<file path="src/rtl/poly_eval.sv">
// rtl/poly_eval.sv - Horner-rule polynomial evaluator, one multiply or add per cycle
//
// Evaluates P(x) = c_DEGREE*x^DEGREE + ... + c_1*x + c_0 from a coefficient
// stream (highest degree first). All arithmetic is W-bit two's-complement
// wrap; a sticky flag records any intermediate that did not fit.
//
// Ports:
//   clock       in   rising-edge clock
//   reset       in   synchronous active-high reset
//   start       in   begin an evaluation (honoured in IDLE only)
//   valor_x     in   XW-bit signed x, sampled with start
//   coef        in   W-bit signed coefficient
//   coef_valid  in   coef holds a coefficient
//   coef_ready  out  coefficient is accepted this cycle (FETCH)
//   busy        out  evaluation in progress (not IDLE)
//   done        out  one-cycle pulse, resultado/overflow just updated
//   resultado   out  W-bit signed result of the last completed evaluation
//   overflow    out  an intermediate of the last evaluation overflowed W bits
module poly_eval #(
  parameter int XW     = 8,
  parameter int W      = 16,
  parameter int DEGREE = 2
) (
  input  logic         clock,
  input  logic         reset,
  input  logic         start,
  input  logic [XW-1:0] valor_x,
  input  logic [W-1:0] coef,
  input  logic         coef_valid,
  output logic         coef_ready,
  output logic         busy,
  output logic         done,
  output logic [W-1:0] resultado,
  output logic         overflow
);

  localparam int RW = $clog2(DEGREE + 2);

  typedef enum logic [1:0] {IDLE, FETCH, MUL, DONE} state_e;

  state_e                state_q, state_d;
  logic signed [W-1:0]   acc_q, acc_d;
  logic signed [W-1:0]   x_q, x_d;
  logic signed [W-1:0]   res_q, res_d;
  logic [RW-1:0]         rem_q, rem_d;
  logic                  ovf_acc_q, ovf_acc_d;
  logic                  ovf_q, ovf_d;

  logic [W:0]            sum;
  logic signed [2*W-1:0] prod;
  logic                  add_ovf;
  logic                  mul_ovf;

  // One extra bit on the add exposes signed overflow as a carry/sign disagreement.
  assign sum     = {acc_q[W-1], acc_q} + {coef[W-1], coef};
  assign add_ovf = sum[W] ^ sum[W-1];

  // Full-precision product; it fits W signed bits only if the top W+1 bits agree.
  assign prod    = (2*W)'(acc_q) * (2*W)'(x_q);
  assign mul_ovf = prod[2*W-1:W-1] != {(W+1){prod[W-1]}};

  always_comb begin
    state_d   = state_q;
    acc_d     = acc_q;
    x_d       = x_q;
    rem_d     = rem_q;
    ovf_acc_d = ovf_acc_q;
    res_d     = res_q;
    ovf_d     = ovf_q;
    case (state_q)
      IDLE: begin
        if (start) begin
          x_d       = W'($signed(valor_x));
          rem_d     = RW'(DEGREE + 1);
          ovf_acc_d = 1'b0;
          state_d   = FETCH;
        end
      end
      FETCH: begin
        if (coef_valid) begin
          // rem still at its start value marks the leading coefficient.
          if (rem_q == RW'(DEGREE + 1)) begin
            acc_d = coef;
          end else begin
            acc_d     = sum[W-1:0];
            ovf_acc_d = ovf_acc_q | add_ovf;
          end
          rem_d = rem_q - RW'(1);
          if (rem_q == RW'(1)) begin
            // Publish on entry to DONE so the outputs are valid alongside the pulse.
            res_d   = acc_d;
            ovf_d   = ovf_acc_d;
            state_d = DONE;
          end else begin
            state_d = MUL;
          end
        end
      end
      MUL: begin
        acc_d     = prod[W-1:0];
        ovf_acc_d = ovf_acc_q | mul_ovf;
        state_d   = FETCH;
      end
      DONE: begin
        state_d = IDLE;
      end
      default: begin
        state_d = IDLE;
      end
    endcase
  end

  always_ff @(posedge clock) begin
    if (reset) begin
      state_q   <= IDLE;
      acc_q     <= '0;
      x_q       <= '0;
      rem_q     <= '0;
      ovf_acc_q <= 1'b0;
      res_q     <= '0;
      ovf_q     <= 1'b0;
    end else begin
      state_q   <= state_d;
      acc_q     <= acc_d;
      x_q       <= x_d;
      rem_q     <= rem_d;
      ovf_acc_q <= ovf_acc_d;
      res_q     <= res_d;
      ovf_q     <= ovf_d;
    end
  end

  assign coef_ready = (state_q == FETCH);
  assign busy       = (state_q != IDLE);
  assign done       = (state_q == DONE);
  assign resultado  = res_q;
  assign overflow   = ovf_q;

endmodule

</file>
<file path="config.mk">
export PLATFORM = sky130hd
export DESIGN_NAME = poly_eval
export DESIGN_NICKNAME = d
export VERILOG_FILES = /design/src/rtl/poly_eval.sv
export SDC_FILE = /design/constraint.sdc
export NUM_CORES = 1
export LEC_CHECK = 0
export BUFFER_PORTS_ARGS = -buffer_cell sky130_fd_sc_hd__buf_2
export CAP_MARGIN = 10
export CORE_MARGIN = 8
export CORE_UTILIZATION = 65
export CTS_BUF_LIST = sky130_fd_sc_hd__clkbuf_8
export CTS_CLUSTER_DIAMETER = 150
export DETAILED_ROUTE_END_ITERATION = 12
export GPL_ROUTABILITY_DRIVEN = 0
export GPL_TIMING_DRIVEN = 0
export MAX_ROUTING_LAYER = met4
export PLACE_DENSITY = 0.87
export SLEW_MARGIN = 40
export SYNTH_ARGS = -nofsm -noshare
export SYNTH_HDL_FRONTEND = slang
export SYNTH_SLANG_ARGS = --single-unit
export TNS_END_PERCENT = 1
</file>
<file path="constraint.sdc">
create_clock -name clock -period 6.53 [get_ports clock]
set_input_delay 0.9795 -clock clock [delete_from_list [all_inputs] [get_ports clock]]
set_output_delay 0.9795 -clock clock [all_outputs]
set_load 0.01 [all_outputs]
</file>
==> results.ini, run 1 <==
[run_status]
outcome = complete, no violations

[setup_path]
cp_max_fo = 10
crit_required_ns = 6.74
arrival_ns = 6.40
crit_type = reg2reg
start_kind = flop
critPathCaptureType = flop

[sta]
grt_setup_unrepaired = false
tns_ns = 0
setup_viol = 0
tightest_slew_ns = 0.685
finClkSkew_ns = 0.00629
period_needed_ns = 6.18
hold_violations = 0
post-route-period-util_pct = 94.7
slew_headroom_pct = 53.8
drv_slew = 0
max_clock_freq_mhz = 162

[clock_tree]
cts_buffers = 5
cts_tree = yes
clk_latency_ns = 0.31
cts_buffer_depth = 2
cts_max_level = 2
path_clk_slew_ns = 0.09
cts_sinks = 46
cts_resized = 0
cts_root_buffer = clkbuf_8
cts.hold.buffers_added = 0
cts_setup_buffers = 0

[yosys]
synth.distinct_cells = 59
yosys_register_bits = 46
synth.area.mux_share_pct = 1.35
yosysTopAreaCell = fa_1
synth_compound_area_share_pct = 14.2
synth_xor_area_share_pct = 3.73
synth_warnings = 0
synth_top_area_share_pct = 27.7
synth_edf_count = 0
syn-num-nets = 1115
synthSimpleGateAreaFrac_pct = 20.5
synthAdderAreaFrac_pct = 38.9
ys_async_sr_fraction_pct = 0
synth-main-ff-cell = dfxtp_1
syn_avg_cell_area_sq_um = 8.20
synth_cells = 916
yosysMostFrequentCell = inv_1
synth_top_family_by_area = adder cells
yosysSeqAreaShare_pct = 12.3
ys_top_cells_by_area = fa_1 28%, dfxtp_1 12%, ha_1 11%
synth_area_sq_um = 7510
synth_commonest_cells = 146 x inv_1, 104 x fa_1, 84 x nand2_1

[final_layout]
drive_gt1_share_pct = 6.59
area_delta_synth_final_pct = 7.41
multiInputGateArea_sq_um = 5910
num-fill-cells = 903
n_antenna_cell = 0
regArea_sq_um = 921
final_nets = 1169

[die]
die-area_sq_um = 15200
start_util_pct = 66.1
io-pin-count = 48
core_region_area_sq_um = 11400
die_y_um = 123
die_x_um = 123
rows = 39

[pwr]
peakVddDrop_v = 0.000225
power_frac_comb_pct = 57.2
power_density_nw_per_um2 = 191
leakagePower_nw = 3.85
cell_internal_pwr_uw = 831
switchingPower_uw = 707
power_mw = 1.54
swShare_pct = 46.0
seq_power_share_pct = 25.6
clock_power_share_pct = 17.3

[detailed_routing]
num_vias = 6550
drtIter0Drc = 590
dr.pass1.iters = 5
totalWireLength_um = 18800
detail_route.wl_per_cell_um = 16.9
viasPerCell = 5.88
ant_nets = 0
drc = 0

[grt]
grt_overflow = 0
grt_pass1_vias = 6600
grt_max_degree = 15
grt.total_usage_pct = 26.7
antenna_found_initial = 1
grt_pass1_wl_um = 31500

[placed_design]
dp_hpwl_um = 15400
portBuffers = 47

[job]
cap_violations = 0

[min_path]
hp-class = reg2reg

## cell families (layout without fill, tap and decap cells)
family	count (synthesis)	after routing
flops	46	46
buf+inv	179	234
compound gates	162	162
simple gates	316	316
xor+xnor	32	32
mux	10	10
fa+ha+maj	171	171
## layout make-up
cell class	instances	share of cell area, %
clock inverter	2	0.745
clock buffer	6	1.02
buffer	32	1.58
timing repair buffer	47	2.92
tap	143	2.22
inverter	147	6.84
multi-input combinational	691	73.3
sequential	46	11.4
## metal layers
layer,up-vias,track usage [%],wire length [um]
met5,-,-,0
met4,0,7.52,478
met3,43,4.06,1360
met2,261,44.7,9380
met1,3186,32.8,7590
li1,3060,-,-
## sequential cells by signal (all words and copies together) (netlist names)
| name | flops |
|---|---|
| acc_q | 16 |
| overflow | 1 |
| ovf_acc_q | 1 |
| rem_q | 2 |
| resultado | 16 |
| state_q | 2 |
| x_q | 8 |
## worst paths after layout
kind,start,to,slack (ns),cells after the start
worst min register to register,resultado[13]$_SDFFE_PP0P_,resultado[13]$_SDFFE_PP0P_,0.47,2
worst max-delay path,x_q[7]$_SDFFE_PP0P_,ovf_acc_q$_SDFFE_PP0P_,0.35,19
worst min-delay path,resultado[13]$_SDFFE_PP0P_,resultado[13]$_SDFFE_PP0P_,0.47,2
worst max register to register,x_q[7]$_SDFFE_PP0P_,ovf_acc_q$_SDFFE_PP0P_,0.35,19
## power by group through the flow
stage	Combinational (mW)	Sequential, mW	Clock, mW
6_report	0.879	0.394	0.265
5_1_grt	0.985	0.398	0.281
4_1_cts	0.871	0.390	0.266
3_5_place_dp	0.860	0.396	0
3_3_place_gp	0.837	0.396	0
2_1_floorplan	0.670	0.362	0
## metrics by stage
step,hold WS [ns],std cells,setup slack (ns),area (sq um),util (%)
finish,0.469,1114,0.346,8070,70.9
global placement,0.447,1106,0.525,7920,69.7
floorplan,0.481,916,1.19,7510,-
global route,0.499,1114,0.0610,8070,70.9
detailed placement,0.458,1106,0.448,7920,69.7
CTS,0.469,1114,0.402,8070,70.9
## critical path, cell delays in order (launching register included)
cell and delay [ns]:
dfxtp_1 0.63, clkinv_1 0.46, nor2_1 0.27, fa_1 0.47, fa_1 0.53, fa_1 0.55
inv_1 0.06, fa_1 0.54, inv_1 0.05, ha_1 0.27, clkbuf_1 0.18, o21ai_0 0.12
nor2_1 0.08, o41a_1 0.39, a21o_1 0.22, a2111oi_0 0.53, a41oi_1 0.14, a211oi_2 0.21
o2111ai_1 0.16, a21bo_1 0.21
## cell usage in the layout, fill, tap and decap left out, types with 5 or more instances in the layout
cell	count
clkbuf_1	27
a211oi_1	19
and2_1	78
nor2b_1	8
nand3_1	15
nor2_1	78
o21a_1	6
nand2b_1	14
clkbuf_8	6
xnor2_1	25
mux2i_1	9
and3_1	5
dfxtp_1	46
ha_1	67
nor3_1	23
o21ai_0	33
a21oi_1	48
inv_1	146
nand2_1	84
fa_1	104
buf_2	47
a21o_1	14
xor2_1	7
No activity file was read; power rests on OpenSTA's default activity.
==> inputs of run 2 (changes only) <==
--- a/config.mk
+++ b/config.mk
@@ -7,6 +7,7 @@
 export LEC_CHECK = 0
 export BUFFER_PORTS_ARGS = -buffer_cell sky130_fd_sc_hd__buf_2
 export CAP_MARGIN = 10
+export CORE_ASPECT_RATIO = 0.75
 export CORE_MARGIN = 8
 export CORE_UTILIZATION = 65
 export CTS_BUF_LIST = sky130_fd_sc_hd__clkbuf_8
==> results.ini, run 2 (same netlist as run 1, synthesis figures left out) <==
[die]
die_y_um = 109  ; was 123 um
die_x_um = 140  ; was 123 um
rows = 34  ; was 39
io-pin-count = 48  ; unchanged
core_region_area_sq_um = 11400  ; about the same
start_util_pct = 65.6  ; was 66.1%
die-area_sq_um = 15300  ; was 15200 sq um

[clock_tree]
cts_buffers = 5  ; unchanged
cts_max_level = 2  ; unchanged
cts_root_buffer = clkbuf_8  ; unchanged
cts.hold.buffers_added = 0  ; unchanged
cts_buffer_depth = 2  ; unchanged
clk_latency_ns = 0.32  ; was 0.31 ns
path_clk_slew_ns = 0.09  ; about the same
cts_setup_buffers = 0  ; unchanged
cts_sinks = 46  ; unchanged
cts_tree = yes  ; unchanged

[pwr]
leakagePower_nw = 3.85  ; about the same
power_mw = 1.56  ; was 1.54 mW
peakVddDrop_v = 0.000199  ; was 0.000225 V
power_density_nw_per_um2 = 193  ; was 191 nW/um^2

[setup_path]
regToRegEndpoint = ovf_acc_q$_SDFFE_PP0P_  ; unchanged
crit_required_ns = 6.75  ; was 6.74 ns
cpMostUsedCell = fa_1  ; unchanged
crit_slowest_cell = dfxtp_1  ; unchanged
reg2reg_slack_ns = 0.23  ; was 0.35 ns
cp_max_fo = 10  ; unchanged
start_kind = flop  ; unchanged
critPathCaptureType = flop  ; unchanged
r2r-start = x_q[7]$_SDFFE_PP0P_  ; unchanged
arrival_ns = 6.52  ; was 6.40 ns
critPathTopFamily = adder cells  ; unchanged
crit_chain = clkinvlp_4 -> nor2_1 -> fa_1 -> fa_1 -> fa_1 -> inv_1 -> fa_1 -> inv_1 -> ha_1 -> clkbuf_1 -> o21ai_0 -> nor2_1 -> o41a_1 -> a2111oi_4 -> nor4_2 -> or4_1 -> mux2i_1 -> o2111ai_1 -> a21bo_1  ; was clkinv_1 -> nor2_1 -> fa_1 -> fa_1 -> fa_1 -> inv_1 -> fa_1 -> inv_1 -> ha_1 -> clkbuf_1 -> o21ai_0 -> nor2_1 -> o41a_1 -> a21o_1 -> a2111oi_0 -> a41oi_1 -> a211oi_2 -> o2111ai_1 -> a21bo_1
slowest_delay_ns = 0.74  ; was 0.63 ns
worstSetupPathDepth = 19  ; unchanged
reg2reg_depth = 19  ; unchanged
cp.buffers_inverters = 4  ; unchanged
crit_type = reg2reg  ; unchanged

[detailed_routing]
num_vias = 6537  ; was 6550
drc = 0  ; unchanged
drtIter0Drc = 693  ; was 590
viasPerCell = 5.86  ; was 5.88
detail_route.wl_per_cell_um = 17.3  ; was 16.9 um
totalWireLength_um = 19300  ; was 18800 um
dr.pass1.iters = 5  ; unchanged
ant_nets = 0  ; unchanged

[job]
cap_violations = 0  ; unchanged

[final_layout]
final_nets = 1169  ; unchanged
final_cell_mix = 146 x inv_1, 104 x fa_1, 84 x nand2_1  ; unchanged
finalInstanceArea_sq_um = 8070  ; unchanged
area_delta_synth_final_pct = 7.41  ; unchanged
fin_cells = 1115  ; was 1114
n_antenna_cell = 0  ; unchanged
final_common_cell = inv_1  ; unchanged
final_core_util_pct = 70.5  ; was 70.9%
num-fill-cells = 917  ; was 903
drive_gt1_share_pct = 6.69  ; was 6.59%

[placed_design]
placed_area_sq_um = 7930  ; was 7920 sq um
dp_slack_ns = 0.214  ; was 0.448 ns
dp_hpwl_um = 16000  ; was 15400 um
dp_cells = 1107  ; was 1106
portBuffers = 47  ; unchanged

[sta]
tns_ns = 0  ; unchanged
whs_ns = 0.475  ; was 0.469 ns
post-route-period-util_pct = 96.4  ; was 94.7%
setup_viol = 0  ; unchanged
final.setup.worst_slack_ns = 0.232  ; was 0.346 ns
tightest_slew_ns = 0.699  ; was 0.685 ns
period_needed_ns = 6.30  ; was 6.18 ns
slew_headroom_pct = 52.9  ; was 53.8%
grt_setup_unrepaired = false  ; unchanged
finClkSkew_ns = 0.0117  ; was 0.00629 ns
hold_violations = 0  ; unchanged
drv_slew = 0  ; unchanged
max_clock_freq_mhz = 159  ; was 162 MHz

[min_path]
min_path_cells = 2  ; unchanged
min_to = resultado[13]$_SDFFE_PP0P_  ; unchanged
hp-class = reg2reg  ; unchanged
min-delay-start = resultado[13]$_SDFFE_PP0P_  ; unchanged

[grt]
gr-usage-met3_pct = 4.59  ; was 4.06%
grt_pass1_wl_um = 33000  ; was 31500 um
grt_pass1_vias = 6598  ; was 6600
grt.total_usage_pct = 27.6  ; was 26.7%
grt_overflow = 0  ; unchanged
use_met2_pct = 41.9  ; was 44.7%
top_usage_layer = met2  ; unchanged
grt_max_degree = 16  ; was 15
use_met1_pct = 38.0  ; was 32.8%
antenna_found_initial = 0  ; was 1

[run_status]
outcome = complete, no violations  ; unchanged

-- run 2: area by class of cell --
type,count,area (sq um),area share (%)
buffer,32,128,1.58
clock buffer,5,68.8,0.853
clock inverter,3,68.8,0.853
inverter,147,556,6.89
multi-input combinational,691,5910,73.3
sequential,46,921,11.4
tap,144,180,2.23
timing repair buffer,47,235,2.92
-- run 2: worst register-to-register path, stage by stage (launching register included) --
cell and delay (ns):
dfxtp_1 0.74, clkinvlp_4 0.50, nor2_1 0.26, fa_1 0.46, fa_1 0.54, fa_1 0.55
inv_1 0.06, fa_1 0.55, inv_1 0.05, ha_1 0.28, clkbuf_1 0.19, o21ai_0 0.11
nor2_1 0.07, o41a_1 0.42, a2111oi_4 0.37, nor4_2 0.08, or4_1 0.50, mux2i_1 0.14
o2111ai_1 0.13, a21bo_1 0.20
-- run 2: repair_timing --
action                                  4_1_cts  5_1_grt
endpoints found under the setup margin        0        1
endpoints found under the hold margin         0        0
resized for setup                             0        1
-- run 2: metal layers --
metal	share of wire, %	vias up	wire length, um
li1	-	3071	-
met1	46	3121	8820
met2	43	307	8260
met3	9.2	38	1780
met4	2.2	0	425
met5	0	-	0
-- run 2: report_power, final --
| group | total, mW | switching [mW] | internal, mW |
|---|---|---|---|
| Combinational | 0.896 | 0.540 | 0.356 |
| Clock | 0.262 | 0.108 | 0.153 |
| Sequential | 0.401 | 0.0868 | 0.315 |
-- run 2: worst max-delay path by stage --
| stage | slack [ns] | start | to |
|---|---|---|---|
| 6_report | 0.23 | x_q[7]$_SDFFE_PP0P_ | ovf_acc_q$_SDFFE_PP0P_ |
| 2_1_floorplan | 1.19 | x_q[7]$_SDFFE_PP0P_ | ovf_acc_q$_SDFFE_PP0P_ |
| 4_1_cts | 0.19 | x_q[7]$_SDFFE_PP0P_ | ovf_acc_q$_SDFFE_PP0P_ |
| 3_3_place_gp | 0.35 | x_q[7]$_SDFFE_PP0P_ | ovf_acc_q$_SDFFE_PP0P_ |
| 3_5_place_dp | 0.21 | x_q[7]$_SDFFE_PP0P_ | ovf_acc_q$_SDFFE_PP0P_ |
| 5_1_grt | 0.001 | x_q[7]$_SDFFE_PP0P_ | ovf_acc_q$_SDFFE_PP0P_ |
